===== src/rtl/menu_controller.sv =====
`timescale 1ns/1ps
// menu_controller: four-key game menu front end.
//   Each raw key is synchronized and debounced by its own menu_debounce lane,
//   which emits a one-cycle press pulse on an accepted 0->1 level change. A
//   MENU/START/PLAY/OVER FSM moves an internal cursor, latches the selected
//   row and launches/ends games. All outputs are registered.
// Ports:
//   CLOCK_50    in   system clock, rising edge
//   reset       in   synchronous active-high reset
//   key_up/key_down/key_sel/key_back  in  raw buttons, high = pressed
//   frame_end   in   one-cycle pulse after last visible pixel of a frame
//   game_over   in   one-cycle pulse from the running game
//   m           out  menu screen enable
//   cursor      out  cursor row, reloaded only on frame_end
//   game_sel    out  latched selected row
//   game_start  out  one-cycle launch pulse
//   game_active out  high while a game is running
// Build option: define MENU_WRAP_EN to make the cursor wrap at the ends of the
// list; otherwise it saturates at 0 and NUM_ITEMS-1.

module menu_debounce #(
  parameter int DEBOUNCE_CYCLES = 500000
) (
  input  logic CLOCK_50,
  input  logic reset,
  input  logic key,
  output logic press
);
  localparam int CW = (DEBOUNCE_CYCLES > 1) ? $clog2(DEBOUNCE_CYCLES) : 1;
  localparam logic [CW-1:0] CNT_LAST = CW'(DEBOUNCE_CYCLES - 1);

  logic [1:0]    sync;
  logic          level;
  logic [CW-1:0] cnt;

  // Level is accepted on the DEBOUNCE_CYCLES-th consecutive mismatching cycle;
  // press fires in the same edge that a 1 is accepted.
  always_ff @(posedge CLOCK_50) begin
    if (reset) begin
      sync  <= '0;
      level <= 1'b0;
      cnt   <= '0;
      press <= 1'b0;
    end else begin
      sync  <= {sync[0], key};
      press <= 1'b0;
      if (sync[1] != level) begin
        if (cnt == CNT_LAST) begin
          level <= sync[1];
          press <= sync[1];
          cnt   <= '0;
        end else begin
          cnt <= cnt + 1'b1;
        end
      end else begin
        cnt <= '0;
      end
    end
  end
endmodule

module menu_controller #(
  parameter int DEBOUNCE_CYCLES = 500000,
  parameter int NUM_ITEMS       = 4
) (
  input  logic       CLOCK_50,
  input  logic       reset,
  input  logic       key_up,
  input  logic       key_down,
  input  logic       key_sel,
  input  logic       key_back,
  input  logic       frame_end,
  input  logic       game_over,
  output logic       m,
  output logic [1:0] cursor,
  output logic [1:0] game_sel,
  output logic       game_start,
  output logic       game_active
);
  localparam int NUM_KEYS = 4;
  localparam logic [1:0] LAST = 2'(NUM_ITEMS - 1);

  typedef enum logic [1:0] {MENU, START, PLAY, OVER} state_t;

  logic [NUM_KEYS-1:0] keys, press;
  assign keys = {key_back, key_sel, key_down, key_up};

  genvar g;
  generate
    for (g = 0; g < NUM_KEYS; g++) begin : g_key
      menu_debounce #(.DEBOUNCE_CYCLES(DEBOUNCE_CYCLES)) u_db (
        .CLOCK_50 (CLOCK_50),
        .reset    (reset),
        .key      (keys[g]),
        .press    (press[g])
      );
    end
  endgenerate

  logic p_up, p_dn, p_sel, p_back;
  assign {p_back, p_sel, p_dn, p_up} = press;

  state_t     state, state_nx;
  logic [1:0] cur_int, cur_nx, sel_nx, cur_inc, cur_dec;

`ifdef MENU_WRAP_EN
  assign cur_inc = (cur_int == LAST)  ? 2'd0 : cur_int + 2'd1;
  assign cur_dec = (cur_int == 2'd0)  ? LAST : cur_int - 2'd1;
`else
  assign cur_inc = (cur_int == LAST)  ? cur_int : cur_int + 2'd1;
  assign cur_dec = (cur_int == 2'd0)  ? 2'd0    : cur_int - 2'd1;
`endif

  always_ff @(posedge CLOCK_50) begin
    if (reset) begin
      state       <= MENU;
      cur_int     <= 2'd0;
      game_sel    <= 2'd0;
      cursor      <= 2'd0;
      m           <= 1'b1;
      game_start  <= 1'b0;
      game_active <= 1'b0;
    end else begin
      state       <= state_nx;
      cur_int     <= cur_nx;
      game_sel    <= sel_nx;
      // cur_int is the pre-move value here, so a coincident move shows next frame
      if (frame_end) cursor <= cur_int;
      m           <= (state_nx == MENU);
      game_start  <= (state_nx == START);
      game_active <= (state_nx == START) || (state_nx == PLAY);
    end
  end

  always_comb begin
    state_nx = state;
    cur_nx   = cur_int;
    sel_nx   = game_sel;
    case (state)
      MENU: begin
        // sel wins over any same-cycle move; up+down together cancel
        if (p_sel) begin
          sel_nx   = cur_int;
          state_nx = START;
        end else if (p_dn && !p_up) begin
          cur_nx = cur_inc;
        end else if (p_up && !p_dn) begin
          cur_nx = cur_dec;
        end
      end
      START: state_nx = PLAY;
      PLAY: begin
        if (game_over)   state_nx = OVER;
        else if (p_back) state_nx = MENU;
      end
      OVER: if (p_sel || p_back) state_nx = MENU;
      default: state_nx = MENU;
    endcase
  end
endmodule


===== config.mk =====
export PLATFORM = sky130hd
export DESIGN_NAME = menu_controller
export DESIGN_NICKNAME = d
export VERILOG_FILES = /design/src/rtl/menu_controller.sv
export SDC_FILE = /design/constraint.sdc
export NUM_CORES = 1
export LEC_CHECK = 0
export ABC_AREA = 1
export CAP_MARGIN = 20
export CORE_MARGIN = 2
export CORE_UTILIZATION = 25
export DETAILED_ROUTE_END_ITERATION = 16
export GPL_ROUTABILITY_DRIVEN = 0
export PLACE_DENSITY_LB_ADDON = 0.15
export SETUP_SLACK_MARGIN = 0.3
export SLEW_MARGIN = 40
export SYNTH_ARGS = -nofsm -noshare
export SYNTH_HDL_FRONTEND = slang
export SYNTH_SLANG_ARGS = --single-unit

===== constraint.sdc =====
create_clock -name CLOCK_50 -period 1.33 [get_ports CLOCK_50]
set_input_delay 0.266 -clock CLOCK_50 [delete_from_list [all_inputs] [get_ports CLOCK_50]]
set_output_delay 0.266 -clock CLOCK_50 [all_outputs]
set_load 0.005 [all_outputs]

== Yosys cells after proc, flatten, opt, wreduce, memory -nomap -nowiden ==
Cells that the tools add are included.
Storage, ports and cells
  bits in registers: 103
  input port bits: 8
  output and inout port bits: 7
Cells by class
  add/sub/neg operators: 6
  eq/ne operators: 15
  multiplexer cells: 9
  bitwise logic cells: 9
  reductions and logical operators: 24
Operators by type and width (count)
  $add A19 B1 Y19 const B: 4
  $eq A19 B19 Y1 const B: 4
  $reduce_or A3 Y1: 8
  $mux W2: 8
  $reduce_and A2 Y1: 5
  $not A1 Y1: 9
  $eq A2 B2 Y1 const B: 4
  $pmux W2 S4: 1
  $logic_not A2 Y1: 3
  $eq A2 B1 Y1 const B: 2
  $ne A1 B1 Y1: 4
  $reduce_and A4 Y1: 1
  $add A2 B1 Y2 const B: 1
  $logic_and A1 B1 Y1: 2
  $logic_not A1 Y1: 2
  $logic_or A1 B1 Y1: 2
  $ne A2 B2 Y1 const B: 1
  $reduce_bool A2 Y1: 1
  $sub A2 B1 Y2 const B: 1

== Longest topological paths before layout ==
Gate-level depths: netlist of the first run.
  depth in word-level cells: 5
  mapped depth: 10
  mapped depth without buffers: 10

== Modules after synthesis ==
Synthesis of the first run repeated with hierarchy kept, for this count alone.
Second synthesis, totals
  cells, all modules: 800
  area, all modules: 5621.6 um^2
By module, submodules not included
  menu_debounce: instances 4, cells each 181, area each 1263.7 um^2, sequential area each 460.4 um^2
  menu_controller: instances 1, cells each 76, area each 566.8 um^2, sequential area each 220.2 um^2

== Least setup slack after synthesis of the first run ==
Ideal clock, no wire load.
  path kind: register -> register
  start: register g_key[3].u_db.cnt[0]
  end: register g_key[3].u_db.cnt[12]
  setup time: 0.114 ns
  arrival: 1.249 ns
  required time: 1.216 ns
  path slack: -0.033 ns
  stages on the path, launching flop included: 8
  path buffers: 1
  period minus slack after synthesis: 1.363 ns
  cells stage by stage: dfxtp_1 ha_1 nand3_2 nor3_2 nand2_1 nand2_2 buf_6 nor2_1
On the way
  longest elaborated chain between the ends: 2
  elaborated cells on any way between the ends: 3
  classes of those cells: 1 x add/sub; 1 x eq/ne; 1 x reduce/logical
Ends and longest elaborated chain
  from (decl): RTL line 34  | logic [CW-1:0] cnt;
  from (signal assigned): RTL line 53  | cnt <= cnt + 1'b1;
  branches (longest 2 deep; another with $add A19 B1 Y19)
Several ways; the timed one is not identified.
A chain may end at the register's enable or synchronous reset.

== Final worst setup path of the first run ==
  start: register g_key[1].u_db.cnt[1]
  end: register g_key[1].u_db.cnt[10]
On the way
  longest elaborated chain between the ends: 2
  elaborated cells on any way between the ends: 3
  classes of those cells: 1 x add/sub; 1 x eq/ne; 1 x reduce/logical
Ends and longest elaborated chain (RTL line)
  from (decl): 34
  from (signal assigned): 53
  branches (longest 2 deep; another with $add A19 B1 Y19)
Several ways; the timed one is not identified.

==> results of run 1 <==
[power breakdown]
group	total, mW	internal [mW]	switching [mW]
registers	3.10	3.09	0.0111
logic	0.164	0.0686	0.0956
clock network	2.58	1.29	1.28
[stage by stage]
stage / instances / hold WS, ns / util (%) / worst slack, ns / power, mW
after floorplan: 713 / 0.355 / - / 0.0733 / 3.24
after global placement: 1054 / 0.401 / 31.6 / -0.231 / 3.29
after detailed placement: 1054 / 0.403 / 31.6 / -0.252 / 3.30
after CTS: 1087 / 0.417 / 35.3 / -0.0359 / 5.93
after global routing: 1104 / 0.407 / 38.3 / -0.163 / 6.09
final: 1104 / 0.387 / 38.3 / -0.0631 / 5.84
[worst max-delay path, stage by stage (launching register included)]
cell	delay (ns)
dfxtp_2	0.35
ha_4	0.17
nand3_4	0.10
nor3_4	0.22
nand2_4	0.15
buf_12	0.17
nand2_8	0.09
nor2_1	0.04
[worst max-delay path by stage]
stage                                     from                     to  slack (ns)  depth (start not counted)
after floorplan           g_key[2].u_db.cnt[0]  g_key[2].u_db.cnt[16]        0.07                         10
after global placement               game_over                      m       -0.23                          6
after detailed placement             game_over                      m       -0.25                          6
after CTS                 g_key[2].u_db.cnt[1]  g_key[2].u_db.cnt[16]       -0.04                          8
after global routing      g_key[2].u_db.cnt[1]  g_key[2].u_db.cnt[16]       -0.16                         10
final                     g_key[1].u_db.cnt[1]  g_key[1].u_db.cnt[10]       -0.06                          7
[flip-flops by register name, summed over array words and instances (netlist names)]
name	flops
game_active	1
state	2
m	1
cursor	2
g_key.u_db.cnt	76
g_key.u_db.level	4
g_key.u_db.sync	8
game_start	1
g_key.u_db.press	4
cur_int	2
game_sel	2
[layout by cell type (no fill, tap or decap), types with 7 or more instances in the layout]
cell / Yosys / routed
nor2_1: 154 / 95
nor2_2: 9 / 41
xnor2_1: 14 / 13
dfxtp_1: 103 / 61
buf_6: 3 / 19
nand2_8: 0 / 8
nand3_1: 39 / 29
nand2_4: 2 / 15
a21oi_1: 31 / 10
ha_4: 0 / 8
inv_1: 87 / 72
nand4_1: 16 / 16
dfxtp_4: 0 / 7
nand2_2: 5 / 8
inv_2: 1 / 14
nand2_1: 162 / 146
clkbuf_16: 0 / 9
xor2_1: 19 / 17
nand3_4: 0 / 7
buf_4: 1 / 78
dfxtp_2: 0 / 35
nand3b_1: 10 / 10
nor2_4: 1 / 28
nand3_2: 5 / 8
a21oi_2: 0 / 21
nor3_4: 0 / 7
[cell type report]
cell class	count	area, um2	share of cell area (%)
multi-input combinational	524	3490	46.6
clock buffer	9	225	3.01
clock inverter	7	58.8	0.785
tap	265	332	4.43
timing repair buffer	108	907	12.1
inverter	88	340	4.55
sequential	103	2130	28.5
[logic make-up (layout without fill, tap and decap cells)]
| kind of cell | Yosys count | count (layout) |
|---|---|---|
| AO/OA/AOI/OAI | 52 | 52 |
| flip-flops | 103 | 103 |
| XOR/XNOR | 33 | 33 |
| adder cells (fa/ha/maj) | 10 | 10 |
| AND/OR/NAND/NOR | 421 | 429 |
| buffers and inverters | 94 | 212 |
[per-layer routing]
layer | routed length, um | up-vias | GRT usage, %
met5 | 0 | - | 0
met4 | 154 | 0 | 3.14
met3 | 354 | 13 | 3.05
met2 | 6300 | 37 | 21.0
met1 | 5820 | 2208 | 14.8
li1 | - | 2479 | -
[what timing repair did]
| action | in CTS | in global routing |
|---|---|---|
| pin swaps | 25 | 43 |
| gates cloned | 5 | 3 |
| endpoints found under the hold margin | 0 | 0 |
| gates resized for setup | 119 | 126 |
| setup endpoints to repair | 101 | 101 |
| setup buffers | 12 | 14 |
==> results.py, run 1 <==
metrics = {
    "logic_synthesis": {
        "synthCells": 713,
        "ys_top_cells_by_count": "162 x nand2_1, 154 x nor2_1, 103 x dfxtp_1",
        "synth-edff-count": 0,
        "synth_cell_types": 31,
        "yosysMostFrequentCell": "nand2_1",
        "synth_area_leader_cell": "dfxtp_1",
        "syn-cell-area_um2": 4980,
        "yosys_warnings": 0,
        "ys_async_sr_fraction_pct": 0,
        "ys_ff_latch": 103,
        "yosysTopAreaCellShare_pct": 41.4,
        "yosysSeqAreaShare_pct": 41.4,
        "synth-xor-area-share_pct": 5.81,
        "ys.flop_type": "dfxtp_1",
        "synth_top_family_by_area": "simple AND/OR/NAND/NOR gates",
        "synth-simple-area-share_pct": 37.2,
        "synth-adder-area-share_pct": 2.51,
        "synthMuxAreaShare_pct": 0,
        "avgSynthCellArea_um2": 6.98,
        "synthesis.nets": 731,
        "synth-compound-area-share_pct": 5.40,
        "yosys-top-cells-area": "dfxtp_1 41%, nand2_1 12%, nor2_1 12%",
    },
    "worst_setup_path": {
        "crit_path_start_kind": "flop",
        "cp_data_required_time_ns": 1.58,
        "rr_worst_depth": 7,
        "rr_endpoint": "g_key[1].u_db.cnt[10]",
        "end_kind": "flop",
        "r2r-start": "g_key[1].u_db.cnt[1]",
        "rrSetupSlack_ns": -0.06,
        "cp.arrival_ns": 1.64,
        "crit_type": "flop to flop",
        "cp_max_fo": 5,
    },
    "cts": {
        "postCtsHoldBufs": 0,
        "root_buffer": "clkbuf_16",
        "clk_latency_ns": 0.36,
        "htree_levels": 3,
        "cts.clk_slew.worst_paths_ns": 0.07,
        "cts_tree": "yes",
        "cts_made_buffers": 9,
        "clk_path_buf_depth": 2,
        "clock_sinks": 103,
    },
    "sta": {
        "max_freq_mhz": 718,
        "hold_viol": 0,
        "maxSlewViolCount": 0,
        "setup_viol": 30,
        "skew_ns": 0.00551,
        "fin_setup_tns_ns": -0.803,
        "relSlewSlack_pct": 71.3,
        "worstMarginPinSlew_ns": 0.430,
        "timing.final.ws_setup_ns": -0.0631,
        "grt_setup_unrepaired": "yes",
        "period_minus_slack_ns": 1.39,
        "period_share_pct": 105,
    },
    "final_layout": {
        "final_area_um2": 7490,
        "final_layout_size_suffix_gt1_share_pct": 40.4,
        "fin_nets": 852,
        "fillers": 2018,
        "n_antenna_cell": 0,
        "syn_to_final_growth_pct": 50.4,
    },
    "place": {
        "placement.cell_area_um2": 6170,
        "hpwl_um": 8560,
        "port_buffers": 14,
    },
    "grt": {
        "antenna_found_initial": 0,
        "globalRouteTotalUtil_pct": 12.0,
        "grt_start_max_net_pins": 19,
        "grt-ovfl-total": 0,
        "grt_pass1_vias": 4565,
        "grt_pass1_wl_um": 21000,
    },
    "routing": {
        "drtPass1Iterations": 4,
        "drt_wl_total_um": 12600,
        "drtIter0Drc": 119,
        "wl_per_cell_um": 11.4,
        "vias_per_cell": 4.29,
        "num_vias": 4737,
        "drc": 0,
        "detail-route-antenna-nets": 0,
    },
    "worst_hold_path": {
        "holdCritStartpoint": "reset",
        "min_to": "g_key[1].u_db.level",
        "worst_hold_path.num_cells": 4,
        "hp-class": "input pin to flop",
    },
    "power_and_ir_drop": {
        "irDropWorstVdd_uv": 511,
        "p_leak_nw": 2.79,
        "p_per_area_nw_per_um2": 779,
    },
    "die": {
        "die_y_um": 145,
        "rows": 51,
        "die-area_um2": 21100,
        "die-width_um": 145,
        "start_util_pct": 25.5,
        "ios": 15,
        "core-area_um2": 19500,
    },
    "run_status": {
        "violations": "negative setup slack",
        "status": "finished, violations left",
    },
    "run": {
        "cap_viol_max_count": 0,
    },
}
No activity file was read; power rests on OpenSTA's default activity.
==> inputs of run 2 (changes only) <==
--- a/config.mk
+++ b/config.mk
@@ -8,12 +8,12 @@
 export ABC_AREA = 1
 export CAP_MARGIN = 20
 export CORE_MARGIN = 2
-export CORE_UTILIZATION = 25
+export CORE_UTILIZATION = 34
 export DETAILED_ROUTE_END_ITERATION = 16
 export GPL_ROUTABILITY_DRIVEN = 0
 export PLACE_DENSITY_LB_ADDON = 0.15
 export SETUP_SLACK_MARGIN = 0.3
-export SLEW_MARGIN = 40
+export SLEW_MARGIN = 20
 export SYNTH_ARGS = -nofsm -noshare
 export SYNTH_HDL_FRONTEND = slang
 export SYNTH_SLANG_ARGS = --single-unit
==> results.py, run 2 (synthesis gave the netlist of run 1 again) <==
metrics = {
    "grt": {
        "grt_pass1_vias": 4668,
        "grt-ovfl-total": 0,
        "grt_pass1_wl_um": 20600,
        "globalRouteTotalUtil_pct": 15.7,
        "antenna_found_initial": 0,
        "grt_start_max_net_pins": 19,
    },
    "final_layout": {
        "fin_nets": 854,
        "top_regs": "g_key.u_db.cnt (76), g_key.u_db.sync (8)",
        "final_layout_size_suffix_gt1_share_pct": 43.3,
        "largest_register": "g_key.u_db.cnt",
        "regArea_um2": 2130,
        "layout_commonest_cell": "nand2_1",
        "fillers": 1344,
        "final_area_um2": 7560,
        "layout_common_cells": "138 x nand2_1, 95 x nor2_1, 76 x buf_4, 67 x inv_1, 60 x dfxtp_1",
        "n_antenna_cell": 0,
        "largest_reg_flops": 76,
        "syn_to_final_growth_pct": 51.8,
        "multi_input_area_um2": 3610,
    },
    "cts": {
        "cts.clk_slew.worst_paths_ns": 0.07,
        "root_buffer": "clkbuf_16",
        "cts_made_buffers": 9,
        "htree_levels": 3,
        "clk_latency_ns": 0.36,
        "clk_path_buf_depth": 2,
        "clock_sinks": 103,
        "cts_tree": "yes",
    },
    "worst_hold_path": {
        "hp-class": "input pin to flop",
        "min_to": "g_key[3].u_db.level",
        "worst_hold_path.num_cells": 4,
        "holdCritStartpoint": "reset",
    },
    "worst_setup_path": {
        "crit_type": "flop to flop",
        "end_kind": "flop",
        "r2r-start": "g_key[1].u_db.cnt[1]",
        "crit_path_start_kind": "flop",
        "rr_worst_depth": 7,
        "rrSetupSlack_ns": -0.05,
        "cp_max_fo": 5,
        "rr_endpoint": "g_key[1].u_db.cnt[7]",
        "cp_data_required_time_ns": 1.58,
        "cp.arrival_ns": 1.62,
    },
    "run_status": {
        "status": "finished, violations left",
        "violations": "negative setup slack",
    },
    "place": {
        "placement.cell_area_um2": 6100,
        "port_buffers": 14,
        "place_ws_ns": -0.281,
        "hpwl_um": 7950,
    },
    "power_and_ir_drop": {
        "p_leak_nw": 2.81,
        "p_per_area_nw_per_um2": 783,
        "irDropWorstVdd_uv": 693,
        "power_mw": 5.91,
    },
    "sta": {
        "timing.final.ws_setup_ns": -0.0474,
        "period_share_pct": 104,
        "setup_viol": 14,
        "period_minus_slack_ns": 1.38,
        "relSlewSlack_pct": 73.8,
        "maxSlewViolCount": 0,
        "grt_setup_unrepaired": "yes",
        "hold_viol": 0,
        "fin_setup_tns_ns": -0.442,
        "max_freq_mhz": 726,
        "skew_ns": 0.00942,
        "worstMarginPinSlew_ns": 0.392,
    },
    "run": {
        "cap_viol_max_count": 0,
    },
    "routing": {
        "drtIter0Drc": 208,
        "drtPass1Iterations": 4,
        "detail-route-antenna-nets": 0,
        "drt_wl_total_um": 12600,
        "vias_per_cell": 4.68,
        "wl_per_cell_um": 12.3,
        "num_vias": 4796,
        "drc": 0,
    },
    "die": {
        "core-area_um2": 14400,
        "die-width_um": 125,
        "die_y_um": 125,
        "start_util_pct": 34.5,
        "die-area_um2": 15600,
        "ios": 15,
        "rows": 44,
    },
}
==> run 2: cell types whose count changed in the layout (fill, tap and decap cells not counted), moves of 4 or more <==
cell	delta
nand2_2	+11
nand2_1	-8
nor2_2	-8
nor2_4	+8
inv_1	-5
nand3_1	-5
inv_6	+4
nand2_4	-4
o21ai_2	+4
==> run 2: critical path: stages (launching register included) <==
cell     delay (ns)
dfxtp_2        0.35
ha_4           0.17
nand3_4        0.12
nor3_4         0.22
nand2_4        0.13
buf_12         0.16
nand2_8        0.09
nor2_2         0.04
==> run 2: how the worst max path moves through the flow <==
stage                                       end            startpoint  depth (start not counted)
after detailed placement                      m             game_over                          6
after global routing      g_key[1].u_db.cnt[16]  g_key[1].u_db.cnt[1]                         11
after CTS                 g_key[2].u_db.cnt[16]  g_key[2].u_db.cnt[1]                         10
after floorplan           g_key[2].u_db.cnt[16]  g_key[2].u_db.cnt[0]                         10
final                      g_key[1].u_db.cnt[7]  g_key[1].u_db.cnt[1]                          7
after global placement                        m             game_over                          6
==> run 2: metrics by stage <==
stage | hold WS [ns] | instances | util (%)
floorplan | 0.355 | 713 | -
global placement | 0.393 | 974 | 42.3
detailed placement | 0.400 | 974 | 42.3
CTS | 0.412 | 1006 | 47.1
global route | 0.381 | 1025 | 52.4
finish | 0.382 | 1025 | 52.4
==> run 2: final cells by class <==
cell class | instances | share of cell area, %
Sequential cell | 103 | 28.2
Multi-Input combinational cell | 524 | 47.8
Clock buffer | 10 | 3.16
Clock inverter | 6 | 0.646
Tap cell | 184 | 3.05
Timing Repair inverter | 1 | 0.149
Inverter | 88 | 4.70
Timing Repair Buffer | 109 | 12.3
==> run 2: routing by layer <==
layer | vias to the layer above | wire length, um | GRT usage (%)
met2 | 42 | 6450 | 27.2
met1 | 2244 | 5630 | 18.9
li1 | 2495 | - | -
met3 | 15 | 382 | 4.62
met4 | 0 | 166 | 4.77
met5 | - | 0 | 0
==> run 2: report_power, final <==
part,leakage [nW],switching [mW],internal [mW],total (mW)
clock network,0.144,1.27,1.35,2.62
logic,1.81,0.105,0.0832,0.188
registers,0.854,0.0108,3.09,3.10
==> run 2: repair_timing <==
item	4_1_cts	5_1_grt
buffers inserted	11	15
cloned	5	4
endpoints found under the hold margin	0	0
hold buffers	0	0
pin swaps	37	52
resized for setup	116	164
setup endpoints to repair	100	101
==> inputs of run 3 (changes only) <==
--- a/config.mk
+++ b/config.mk
@@ -8,7 +8,7 @@
 export ABC_AREA = 1
 export CAP_MARGIN = 20
 export CORE_MARGIN = 2
-export CORE_UTILIZATION = 34
+export CORE_UTILIZATION = 55
 export DETAILED_ROUTE_END_ITERATION = 16
 export GPL_ROUTABILITY_DRIVEN = 0
 export PLACE_DENSITY_LB_ADDON = 0.15
==> results.py, run 3 (synthesis gave the netlist of run 1 again) <==
metrics = {
    "sta": {
        "relSlewSlack_pct": 67.7,
        "hold_viol": 0,
        "max_freq_mhz": 673,
        "timing.final.ws_setup_ns": -0.156,
        "period_minus_slack_ns": 1.49,
        "maxSlewViolCount": 0,
        "setup_viol": 31,
        "worstMarginPinSlew_ns": 0.485,
        "grt_setup_unrepaired": "yes",
        "period_share_pct": 112,
        "skew_ns": 0.0131,
        "fin_setup_tns_ns": -1.85,
    },
    "routing": {
        "drtIter0Drc": 276,
        "drtPass1Iterations": 5,
        "drc": 0,
        "vias_per_cell": 5.54,
        "wl_per_cell_um": 16.5,
        "num_vias": 5190,
        "drt_wl_total_um": 15500,
        "detail-route-antenna-nets": 0,
    },
    "run": {
        "cap_viol_max_count": 0,
    },
    "cts": {
        "htree_levels": 3,
        "cts_made_buffers": 9,
        "clock_sinks": 103,
        "clk_latency_ns": 0.39,
        "root_buffer": "clkbuf_8",
        "cts.clk_slew.worst_paths_ns": 0.11,
        "clk_path_buf_depth": 2,
        "cts_tree": "yes",
    },
    "final_layout": {
        "fin_nets": 842,
        "n_antenna_cell": 0,
        "top_regs": "g_key.u_db.cnt (76), g_key.u_db.sync (8)",
        "largest_reg_flops": 76,
        "fillers": 462,
        "layout_common_cells": "132 x nand2_1, 85 x nor2_1, 65 x inv_1, 59 x buf_4, 50 x dfxtp_2",
        "instances_no_fill": 937,
        "final_util_pct": 83.7,
        "layout_commonest_cell": "nand2_1",
        "syn_to_final_growth_pct": 47.4,
        "final_layout_size_suffix_gt1_share_pct": 45.7,
        "largest_register": "g_key.u_db.cnt",
    },
    "place": {
        "hpwl_um": 7720,
        "port_buffers": 14,
        "place_ws_ns": -0.297,
        "place_inst": 877,
    },
    "die": {
        "rows": 34,
        "core-area_um2": 8760,
        "die-width_um": 99.1,
        "die_y_um": 99.1,
        "ios": 15,
        "die-area_um2": 9830,
        "start_util_pct": 56.8,
    },
    "worst_setup_path": {
        "cp.arrival_ns": 1.80,
        "crit_type": "flop to flop",
        "cp_max_fo": 4,
        "rrSetupSlack_ns": -0.16,
        "rr_worst_depth": 8,
        "crit_path_start_kind": "flop",
        "rr_endpoint": "g_key[3].u_db.cnt[18]",
        "end_kind": "flop",
        "r2r-start": "g_key[3].u_db.cnt[0]",
        "cp_data_required_time_ns": 1.65,
    },
    "worst_hold_path": {
        "hp-class": "input pin to flop",
        "worst_hold_path.num_cells": 3,
        "min_to": "g_key[2].u_db.sync[0]",
        "holdCritStartpoint": "key_sel",
    },
    "grt": {
        "globalRouteTotalUtil_pct": 25.0,
        "grt_pass1_wl_um": 20300,
        "antenna_found_initial": 0,
        "grt_pass1_vias": 4750,
        "grt_start_max_net_pins": 19,
        "grt-ovfl-total": 0,
    },
    "power_and_ir_drop": {
        "p_per_area_nw_per_um2": 720,
        "p_leak_nw": 2.72,
        "p_comb_share_pct": 3.6,
        "p_int_mw": 4.04,
        "irDropWorstVdd_uv": 724,
        "netSwitchingFraction_pct": 23.6,
        "p_clk_share_pct": 37.8,
        "switching_power_mw": 1.25,
        "pwr-share-seq_pct": 58.6,
    },
    "run_status": {
        "violations": "negative setup slack",
        "status": "finished, violations left",
    },
}
## run 3: cell count changes in the layout (fill, tap and decap cells not counted), moves of 4 or more
cell | before | now
buf_4 | 76 | 59
buf_6 | 16 | 25
clkbuf_16 | 9 | 0
clkbuf_8 | 1 | 9
dfxtp_1 | 60 | 46
dfxtp_2 | 38 | 50
inv_6 | 4 | 0
nand2_1 | 138 | 132
nand2_4 | 11 | 17
nor2_1 | 95 | 85
nor2_2 | 33 | 37
nor2_4 | 36 | 42
## run 3: repair_timing
| item | in CTS | in global routing |
|---|---|---|
| cloned | 4 | 6 |
| hold buffers | 0 | 0 |
| gates resized for setup | 123 | 200 |
| setup endpoints to repair | 100 | 107 |
| hold endpoints to repair | 0 | 0 |
| setup buffers | 20 | 14 |
| pin swaps | 35 | 64 |
## run 3: per-layer routing
layer | GRT usage, % | vias up | wire length, um
met5 | 0 | - | 0
met4 | 8.85 | 0 | 629
met3 | 5.06 | 69 | 834
met2 | 45.4 | 199 | 8160
met1 | 29.3 | 2455 | 5850
li1 | - | 2467 | -
## run 3: worst max path at each step
stage                         startpoint                    end  slack [ns]
floorplan           g_key[2].u_db.cnt[0]  g_key[2].u_db.cnt[16]        0.07
global placement               game_over                      m       -0.25
detailed placement             game_over                      m       -0.30
CTS                 g_key[2].u_db.cnt[1]  g_key[2].u_db.cnt[16]      -0.006
global route        g_key[3].u_db.cnt[0]  g_key[3].u_db.cnt[18]       -0.23
finish              g_key[3].u_db.cnt[0]  g_key[3].u_db.cnt[18]       -0.16
## run 3: per-stage QoR
step | cell area (um2) | power, mW | hold slack, ns
2_1_floorplan | 5240 | 3.24 | 0.355
3_5_place_dp | 5830 | 3.29 | 0.394
5_1_grt | 7340 | 5.41 | 0.431
6_report | 7340 | 5.29 | 0.407
4_1_cts | 6500 | 5.22 | 0.417
3_3_place_gp | 5830 | 3.29 | 0.391
## run 3: final cells by class
type	count	area [um2]	share of cell area, %
multi-input combinational	525	3670	50.0
sequential	103	2150	29.3
timing repair buffer	96	833	11.4
inverter	88	355	4.84
tap	108	135	1.84
clock buffer	11	131	1.79
clock inverter	5	60.1	0.818
timing repair inverter	1	6.26	0.0853
## run 3: worst max-delay path: stages, from the launching register on
cell and delay [ns]:
dfxtp_4 0.37, ha_4 0.15, nand3_4 0.10, buf_12 0.16, nor2_4 0.17, nand4_1 0.15
nand2_1 0.14, nand2_1 0.09, nor2_1 0.09
## run 3: power groups by stage
stage / Sequential [mW] / Combinational [mW] / Clock [mW]
5_1_grt: 3.10 / 0.201 / 2.11
3_5_place_dp: 3.18 / 0.114 / 0
2_1_floorplan: 3.18 / 0.0603 / 0
6_report: 3.10 / 0.189 / 2.00
4_1_cts: 3.10 / 0.131 / 1.98
3_3_place_gp: 3.18 / 0.111 / 0
